<file path="config.mk">
export PLATFORM = sky130hd
export DESIGN_NAME = conv1_psum_accum
export DESIGN_NICKNAME = d
export VERILOG_FILES = /design/src/rtl/conv1_pkg.sv /design/src/rtl/conv1_sat_add.sv /design/src/rtl/conv1_psum_accum.sv
export SDC_FILE = /design/constraint.sdc
export NUM_CORES = 1
export LEC_CHECK = 0
export CAP_MARGIN = 10
export CORE_MARGIN = 3
export CORE_UTILIZATION = 60
export DETAILED_ROUTE_END_ITERATION = 10
export PLACE_DENSITY = 0.86
export SYNTH_ARGS = -nofsm -noshare
export SYNTH_HDL_FRONTEND = slang
export SYNTH_SLANG_ARGS = --single-unit
</file>
<file path="constraint.sdc">
create_clock -name clk -period 13.7 [get_ports clk]
set_clock_uncertainty 0.15 [all_clocks]
set_input_delay 2.74 -clock clk [delete_from_list [all_inputs] [get_ports clk]]
set_output_delay 2.74 -clock clk [all_outputs]
set_load 0.01 [all_outputs]
</file>
<file path="src/rtl/conv1_pkg.sv">
// Shared layer-1 convolution types and constants; pure declarations, no latency.
// Saturation limits match the signed accumulator width consumed by activation.
package conv1_pkg;

  localparam int CONV1_ACC_W  = 20;
  localparam int CONV1_DATA_W = 8;
  localparam int CONV1_TAPS   = 25;

  localparam logic signed [CONV1_ACC_W-1:0] ACC_MAX = {1'b0, {(CONV1_ACC_W-1){1'b1}}};
  localparam logic signed [CONV1_ACC_W-1:0] ACC_MIN = {1'b1, {(CONV1_ACC_W-1){1'b0}}};

  typedef enum logic [1:0] {
    IDLE  = 2'd0,
    ACCUM = 2'd1,
    DONE  = 2'd2
  } state_t;

endpackage

</file>
<file path="src/rtl/conv1_sat_add.sv">
// Saturating signed add of a product into an accumulator; combinational, zero latency.
// No handshake: ovf reports that the sum was clamped to the accumulator range.
module conv1_sat_add
  import conv1_pkg::*;
#(
  parameter int ACC_W  = CONV1_ACC_W,
  parameter int DATA_W = CONV1_DATA_W
) (
  input  logic signed [ACC_W-1:0]    acc,
  input  logic signed [2*DATA_W-1:0] prod,
  output logic signed [ACC_W-1:0]    sum,
  output logic                       ovf
);

  localparam logic signed [ACC_W-1:0] MAX_V = {1'b0, {(ACC_W-1){1'b1}}};
  localparam logic signed [ACC_W-1:0] MIN_V = {1'b1, {(ACC_W-1){1'b0}}};

  logic signed [ACC_W:0] wide;

  // One guard bit is enough because the product always fits in ACC_W bits.
  assign wide = {acc[ACC_W-1], acc}
              + {{(ACC_W+1-2*DATA_W){prod[2*DATA_W-1]}}, prod};

  always_comb begin
    ovf = wide[ACC_W] ^ wide[ACC_W-1];
    sum = wide[ACC_W-1:0];
    if (ovf) begin
      sum = wide[ACC_W] ? MIN_V : MAX_V;
    end
  end

endmodule

</file>
<file path="src/rtl/conv1_psum_accum.sv">
// Layer-1 MAC: bias + TAPS int8 products; out_valid the cycle after the last beat.
// in_ready only in ACCUM; result held in DONE until out_ready, start ignored while busy.
module conv1_psum_accum
  import conv1_pkg::*;
#(
  parameter int TAPS   = CONV1_TAPS,
  parameter int DATA_W = CONV1_DATA_W,
  parameter int ACC_W  = CONV1_ACC_W
) (
  input  logic                     clk,
  input  logic                     rst,
  input  logic                     start,
  input  logic signed [ACC_W-1:0]  bias,
  input  logic                     in_valid,
  output logic                     in_ready,
  input  logic signed [DATA_W-1:0] pixel,
  input  logic signed [DATA_W-1:0] weight,
  output logic                     out_valid,
  input  logic                     out_ready,
  output logic signed [ACC_W-1:0]  acc_data,
  output logic                     sat_flag,
  output logic                     busy
);

  localparam int CNT_W = $clog2(TAPS + 1);

  state_t                      state;
  logic signed [ACC_W-1:0]     acc;
  logic [CNT_W-1:0]            count;
  logic                        sat;
  logic signed [2*DATA_W-1:0]  prod;
  logic signed [ACC_W-1:0]     sum;
  logic                        ovf;

  assign prod = pixel * weight;

  conv1_sat_add #(
    .ACC_W  (ACC_W),
    .DATA_W (DATA_W)
  ) u_sat_add (
    .acc  (acc),
    .prod (prod),
    .sum  (sum),
    .ovf  (ovf)
  );

  always_ff @(posedge clk) begin
    if (rst) begin
      state <= IDLE;
      acc   <= '0;
      count <= '0;
      sat   <= 1'b0;
    end else begin
      case (state)
        IDLE: begin
          if (start) begin
            acc   <= bias;
            count <= '0;
            sat   <= 1'b0;
            state <= ACCUM;
          end
        end
        ACCUM: begin
          if (in_valid) begin
            acc   <= sum;
            count <= count + CNT_W'(1);
            if (ovf) begin
              sat <= 1'b1;
            end
            if (count == CNT_W'(TAPS - 1)) begin
              state <= DONE;
            end
          end
        end
        DONE: begin
          if (out_ready) begin
            state <= IDLE;
          end
        end
        default: state <= IDLE;
      endcase
    end
  end

  // Handshake outputs are decoded straight from the registered state.
  assign in_ready  = (state == ACCUM);
  assign out_valid = (state == DONE);
  assign busy      = (state != IDLE);
  assign acc_data  = acc;
  assign sat_flag  = sat;

endmodule
</file>
==> flow_summary.rst <==
.. list-table::
   :header-rows: 1

   * - Metric
     - Value
   * - Status
     - complete, no violations
   * - Post-synthesis cell type count
     - 55
   * - Top_reg_cell synth
     - sky130_fd_sc_hd__dfxtp_1
   * - Summed negative setup slack over all endpoints
     - 0 ns
   * - Antenna diode count
     - 0
   * - Share of the yosys chip area belonging to registers
     - 11.1%
   * - Final core utilization
     - 73.9%
   * - Share of final-layout standard cells stronger than drive strength 1
     - 3.36%
   * - Post-Synthesis Mean Instance Area
     - 9.44 um^2
   * - Worst Path Required
     - 13.71 ns
   * - Cells after Synth
     - 535
   * - Starting density of the core
     - 63.7%
   * - Cell types with the largest area share after synthesis
     - sky130_fd_sc_hd__fa_1 36%, sky130_fd_sc_hd__ha_1 12%, sky130_fd_sc_hd__dfxtp_1 11%
   * - Die H
     - 97.7 um
   * - Final Max Slew Viols
     - 0
   * - Synth warn
     - 0
   * - Starting DRC count in detailed routing
     - 218
   * - Leading cell types in the layout, fill and taps excluded
     - 96 x sky130_fd_sc_hd__inv_1, 92 x sky130_fd_sc_hd__fa_1, 64 x sky130_fd_sc_hd__clkdlybuf4s50_1
   * - Kind of start point of the critical path
     - input pin
   * - Area of the die
     - 9550 um^2
   * - Kind of end point of the critical path
     - flip-flop
   * - Min Tclk post-route
     - 9.26 ns
   * - Overall via count from detail_route
     - 4016
   * - RSZ-0062 raised after global routing
     - false
   * - Wire length of the first global-routing pass
     - 20.7 mm
   * - Most common cell after layout, fill and taps aside
     - sky130_fd_sc_hd__inv_1
   * - Layout Nets
     - 779
   * - Final WL
     - 11.8 mm
   * - Post-route DRC
     - 0
   * - Row cnt
     - 32
   * - Clock tree from TritonCTS
     - built
   * - Cell taking the most area after synthesis
     - sky130_fd_sc_hd__fa_1
   * - Max-cap violation count
     - 0
   * - Global route overflow
     - 0
   * - Number of enable flip-flop cells after synthesis
     - 0
   * - Ratio of final minimum period to clock period
     - 67.6%
   * - Summed instance area of the synthesized netlist
     - 5050 um^2
   * - H-tree Lvls
     - 1
   * - Fin. Hold Viols
     - 0
   * - Die Width
     - 97.7 um
   * - Via count of the first global-routing pass
     - 4453
   * - Number of setup buffers added after CTS
     - 0
   * - Transition time of the tightest slew-check pin
     - 1.04 ns
   * - Type of the most critical hold path
     - flip-flop to flip-flop
   * - Routed Antenna Nets
     - 0
   * - Routed length per placed instance
     - 16.9 um
   * - Share of Yosys cell area claimed by the top area cell type
     - 36.5%
   * - Maximum root-to-sink buffer count
     - 2
   * - Number of ports placed on the die boundary
     - 65
   * - Post-CTS Hold Fix Bufs
     - 0
   * - Growth of design area from synthesis to finish
     - 16.1%
   * - First-pass iteration count of the detailed router
     - 5
   * - Timing-limited maximum frequency
     - 108 MHz
   * - Final HPWL DP
     - 10.1 mm
   * - Syn nets
     - 718
   * - CP max FO
     - 13
   * - Root Buffer Master
     - sky130_fd_sc_hd__clkbuf_8
   * - Core area
     - 7930 um^2
   * - Maximum number of pins on one net before global-route repair
     - 26
   * - Total CTS buffers
     - 3
   * - Max-Slew Margin vs Limit
     - 30.6%
   * - Final Setup Violations
     - 0
   * - Clock-pin slew on the worst setup and hold paths
     - 0.10 ns
   * - FFs w/ async S/R, synth
     - 0%
   * - Worst EP arrival
     - 9.27 ns
   * - Gr usage total
     - 26.2%
   * - Number of antenna violations at the first check in global routing
     - 0
   * - Flops & latches, synth
     - 28
   * - Final Instance Count excl. Fillers
     - 697
   * - Clock network latency to the later pin of the worst-skew pair
     - 0.28 ns
   * - Number of port buffers
     - 64
   * - Detailed-route vias per instance
     - 5.76
   * - CTS-repair resized insts
     - 0
   * - Total instance count after detailed placement
     - 693
   * - Setup CP Type
     - input pin to flip-flop
   * - Total clock sinks
     - 28
   * - Weighted congestion reported at the end of routability-driven placement
     - 0.907
through the flow:
step | setup slack, ns | hold slack [ns] | instance area, um^2
floorplan | 5.38 | 0.272 | 5050
global placement | 4.36 | 0.287 | 5790
detailed placement | 4.12 | 0.295 | 5790
CTS | 4.41 | 0.308 | 5860
global route | 3.95 | 0.352 | 5860
finish | 4.44 | 0.317 | 5860
kinds of logic after synthesis:
logic type                 synth area share, %
adders and majority gates                 49.1
muxes                                    0.198
xor gates and xnor gates                  3.96
and+or+nand+nor                           13.5
DFF                                       11.1
AOI/OAI and AO/OA                         14.0
buffers and inverters                     8.13
worst paths after layout:
check                   start          end  slack [ns]  cells after the start
setup / recovery    weight[0]  acc_data[6]        4.44                     18
hold / removal       state[1]     state[0]        0.32                      1
setup reg to reg  acc_data[6]  acc_data[6]        7.88                     18
hold reg to reg      state[1]     state[0]        0.32                      1
area by class of cell:
cell class | instances | area (um^2)
Fill cell | 581 | 2070
Clock buffer | 3 | 41.3
Sequential cell | 28 | 561
Tap cell | 102 | 128
Inverter | 98 | 368
Multi-Input combinational cell | 399 | 4080
Timing Repair Buffer | 66 | 656
Clock inverter | 1 | 30.0
state kept, by name (all words and copies together) (netlist names):
register	cells
acc_data	20
count	5
sat_flag	1
state	2
critical path, stage by stage:
cell and delay, ns:
sky130_fd_sc_hd__clkdlybuf4s50_1 0.62, sky130_fd_sc_hd__and2_1 0.76, sky130_fd_sc_hd__inv_1 0.15, sky130_fd_sc_hd__fa_1 0.52, sky130_fd_sc_hd__inv_1 0.06, sky130_fd_sc_hd__fa_1 0.51, sky130_fd_sc_hd__fa_1 0.44, sky130_fd_sc_hd__fa_1 0.60
sky130_fd_sc_hd__fa_1 0.43, sky130_fd_sc_hd__ha_1 0.37, sky130_fd_sc_hd__o211a_1 0.29, sky130_fd_sc_hd__a2111oi_4 0.36, sky130_fd_sc_hd__o21ai_2 0.14, sky130_fd_sc_hd__a21oi_2 0.19, sky130_fd_sc_hd__xnor2_2 0.23, sky130_fd_sc_hd__nand2_1 0.26
sky130_fd_sc_hd__o21ai_1 0.44, sky130_fd_sc_hd__o31ai_1 0.16
cell usage after synthesis (2+ instances only):
cell and instances:
sky130_fd_sc_hd__nand2b_1 5, sky130_fd_sc_hd__o221ai_1 3, sky130_fd_sc_hd__a221oi_1 3, sky130_fd_sc_hd__a21boi_0 2, sky130_fd_sc_hd__o32ai_1 3, sky130_fd_sc_hd__a221oi_2 4
sky130_fd_sc_hd__inv_1 96, sky130_fd_sc_hd__nand4b_1 2, sky130_fd_sc_hd__nor3_1 13, sky130_fd_sc_hd__o21bai_1 2, sky130_fd_sc_hd__and2_1 35, sky130_fd_sc_hd__o21ai_1 8
sky130_fd_sc_hd__nand2_1 45, sky130_fd_sc_hd__nand4_1 3, sky130_fd_sc_hd__a21oi_1 22, sky130_fd_sc_hd__o22ai_1 2, sky130_fd_sc_hd__o211a_1 2, sky130_fd_sc_hd__o211ai_1 2
sky130_fd_sc_hd__a21o_1 8, sky130_fd_sc_hd__o31ai_1 3, sky130_fd_sc_hd__nor2_1 25, sky130_fd_sc_hd__ha_1 50, sky130_fd_sc_hd__o21a_1 2, sky130_fd_sc_hd__xor2_1 9
sky130_fd_sc_hd__o21ai_0 15, sky130_fd_sc_hd__a22oi_1 2, sky130_fd_sc_hd__clkbuf_1 7, sky130_fd_sc_hd__clkinv_1 2, sky130_fd_sc_hd__a211oi_1 4, sky130_fd_sc_hd__xnor2_1 12
sky130_fd_sc_hd__dfxtp_1 28, sky130_fd_sc_hd__nor4_1 2, sky130_fd_sc_hd__fa_1 92
metal layers:
metal | GRT usage, % | share of wire (%)
met5 | 0 | 0
met4 | 7.24 | 2.7
met3 | 3.86 | 5.2
met2 | 47.0 | 52
met1 | 33.2 | 40
Power is not shown: default switching activity piles up to over one toggle a cycle in this logic, so the estimate is an artifact.
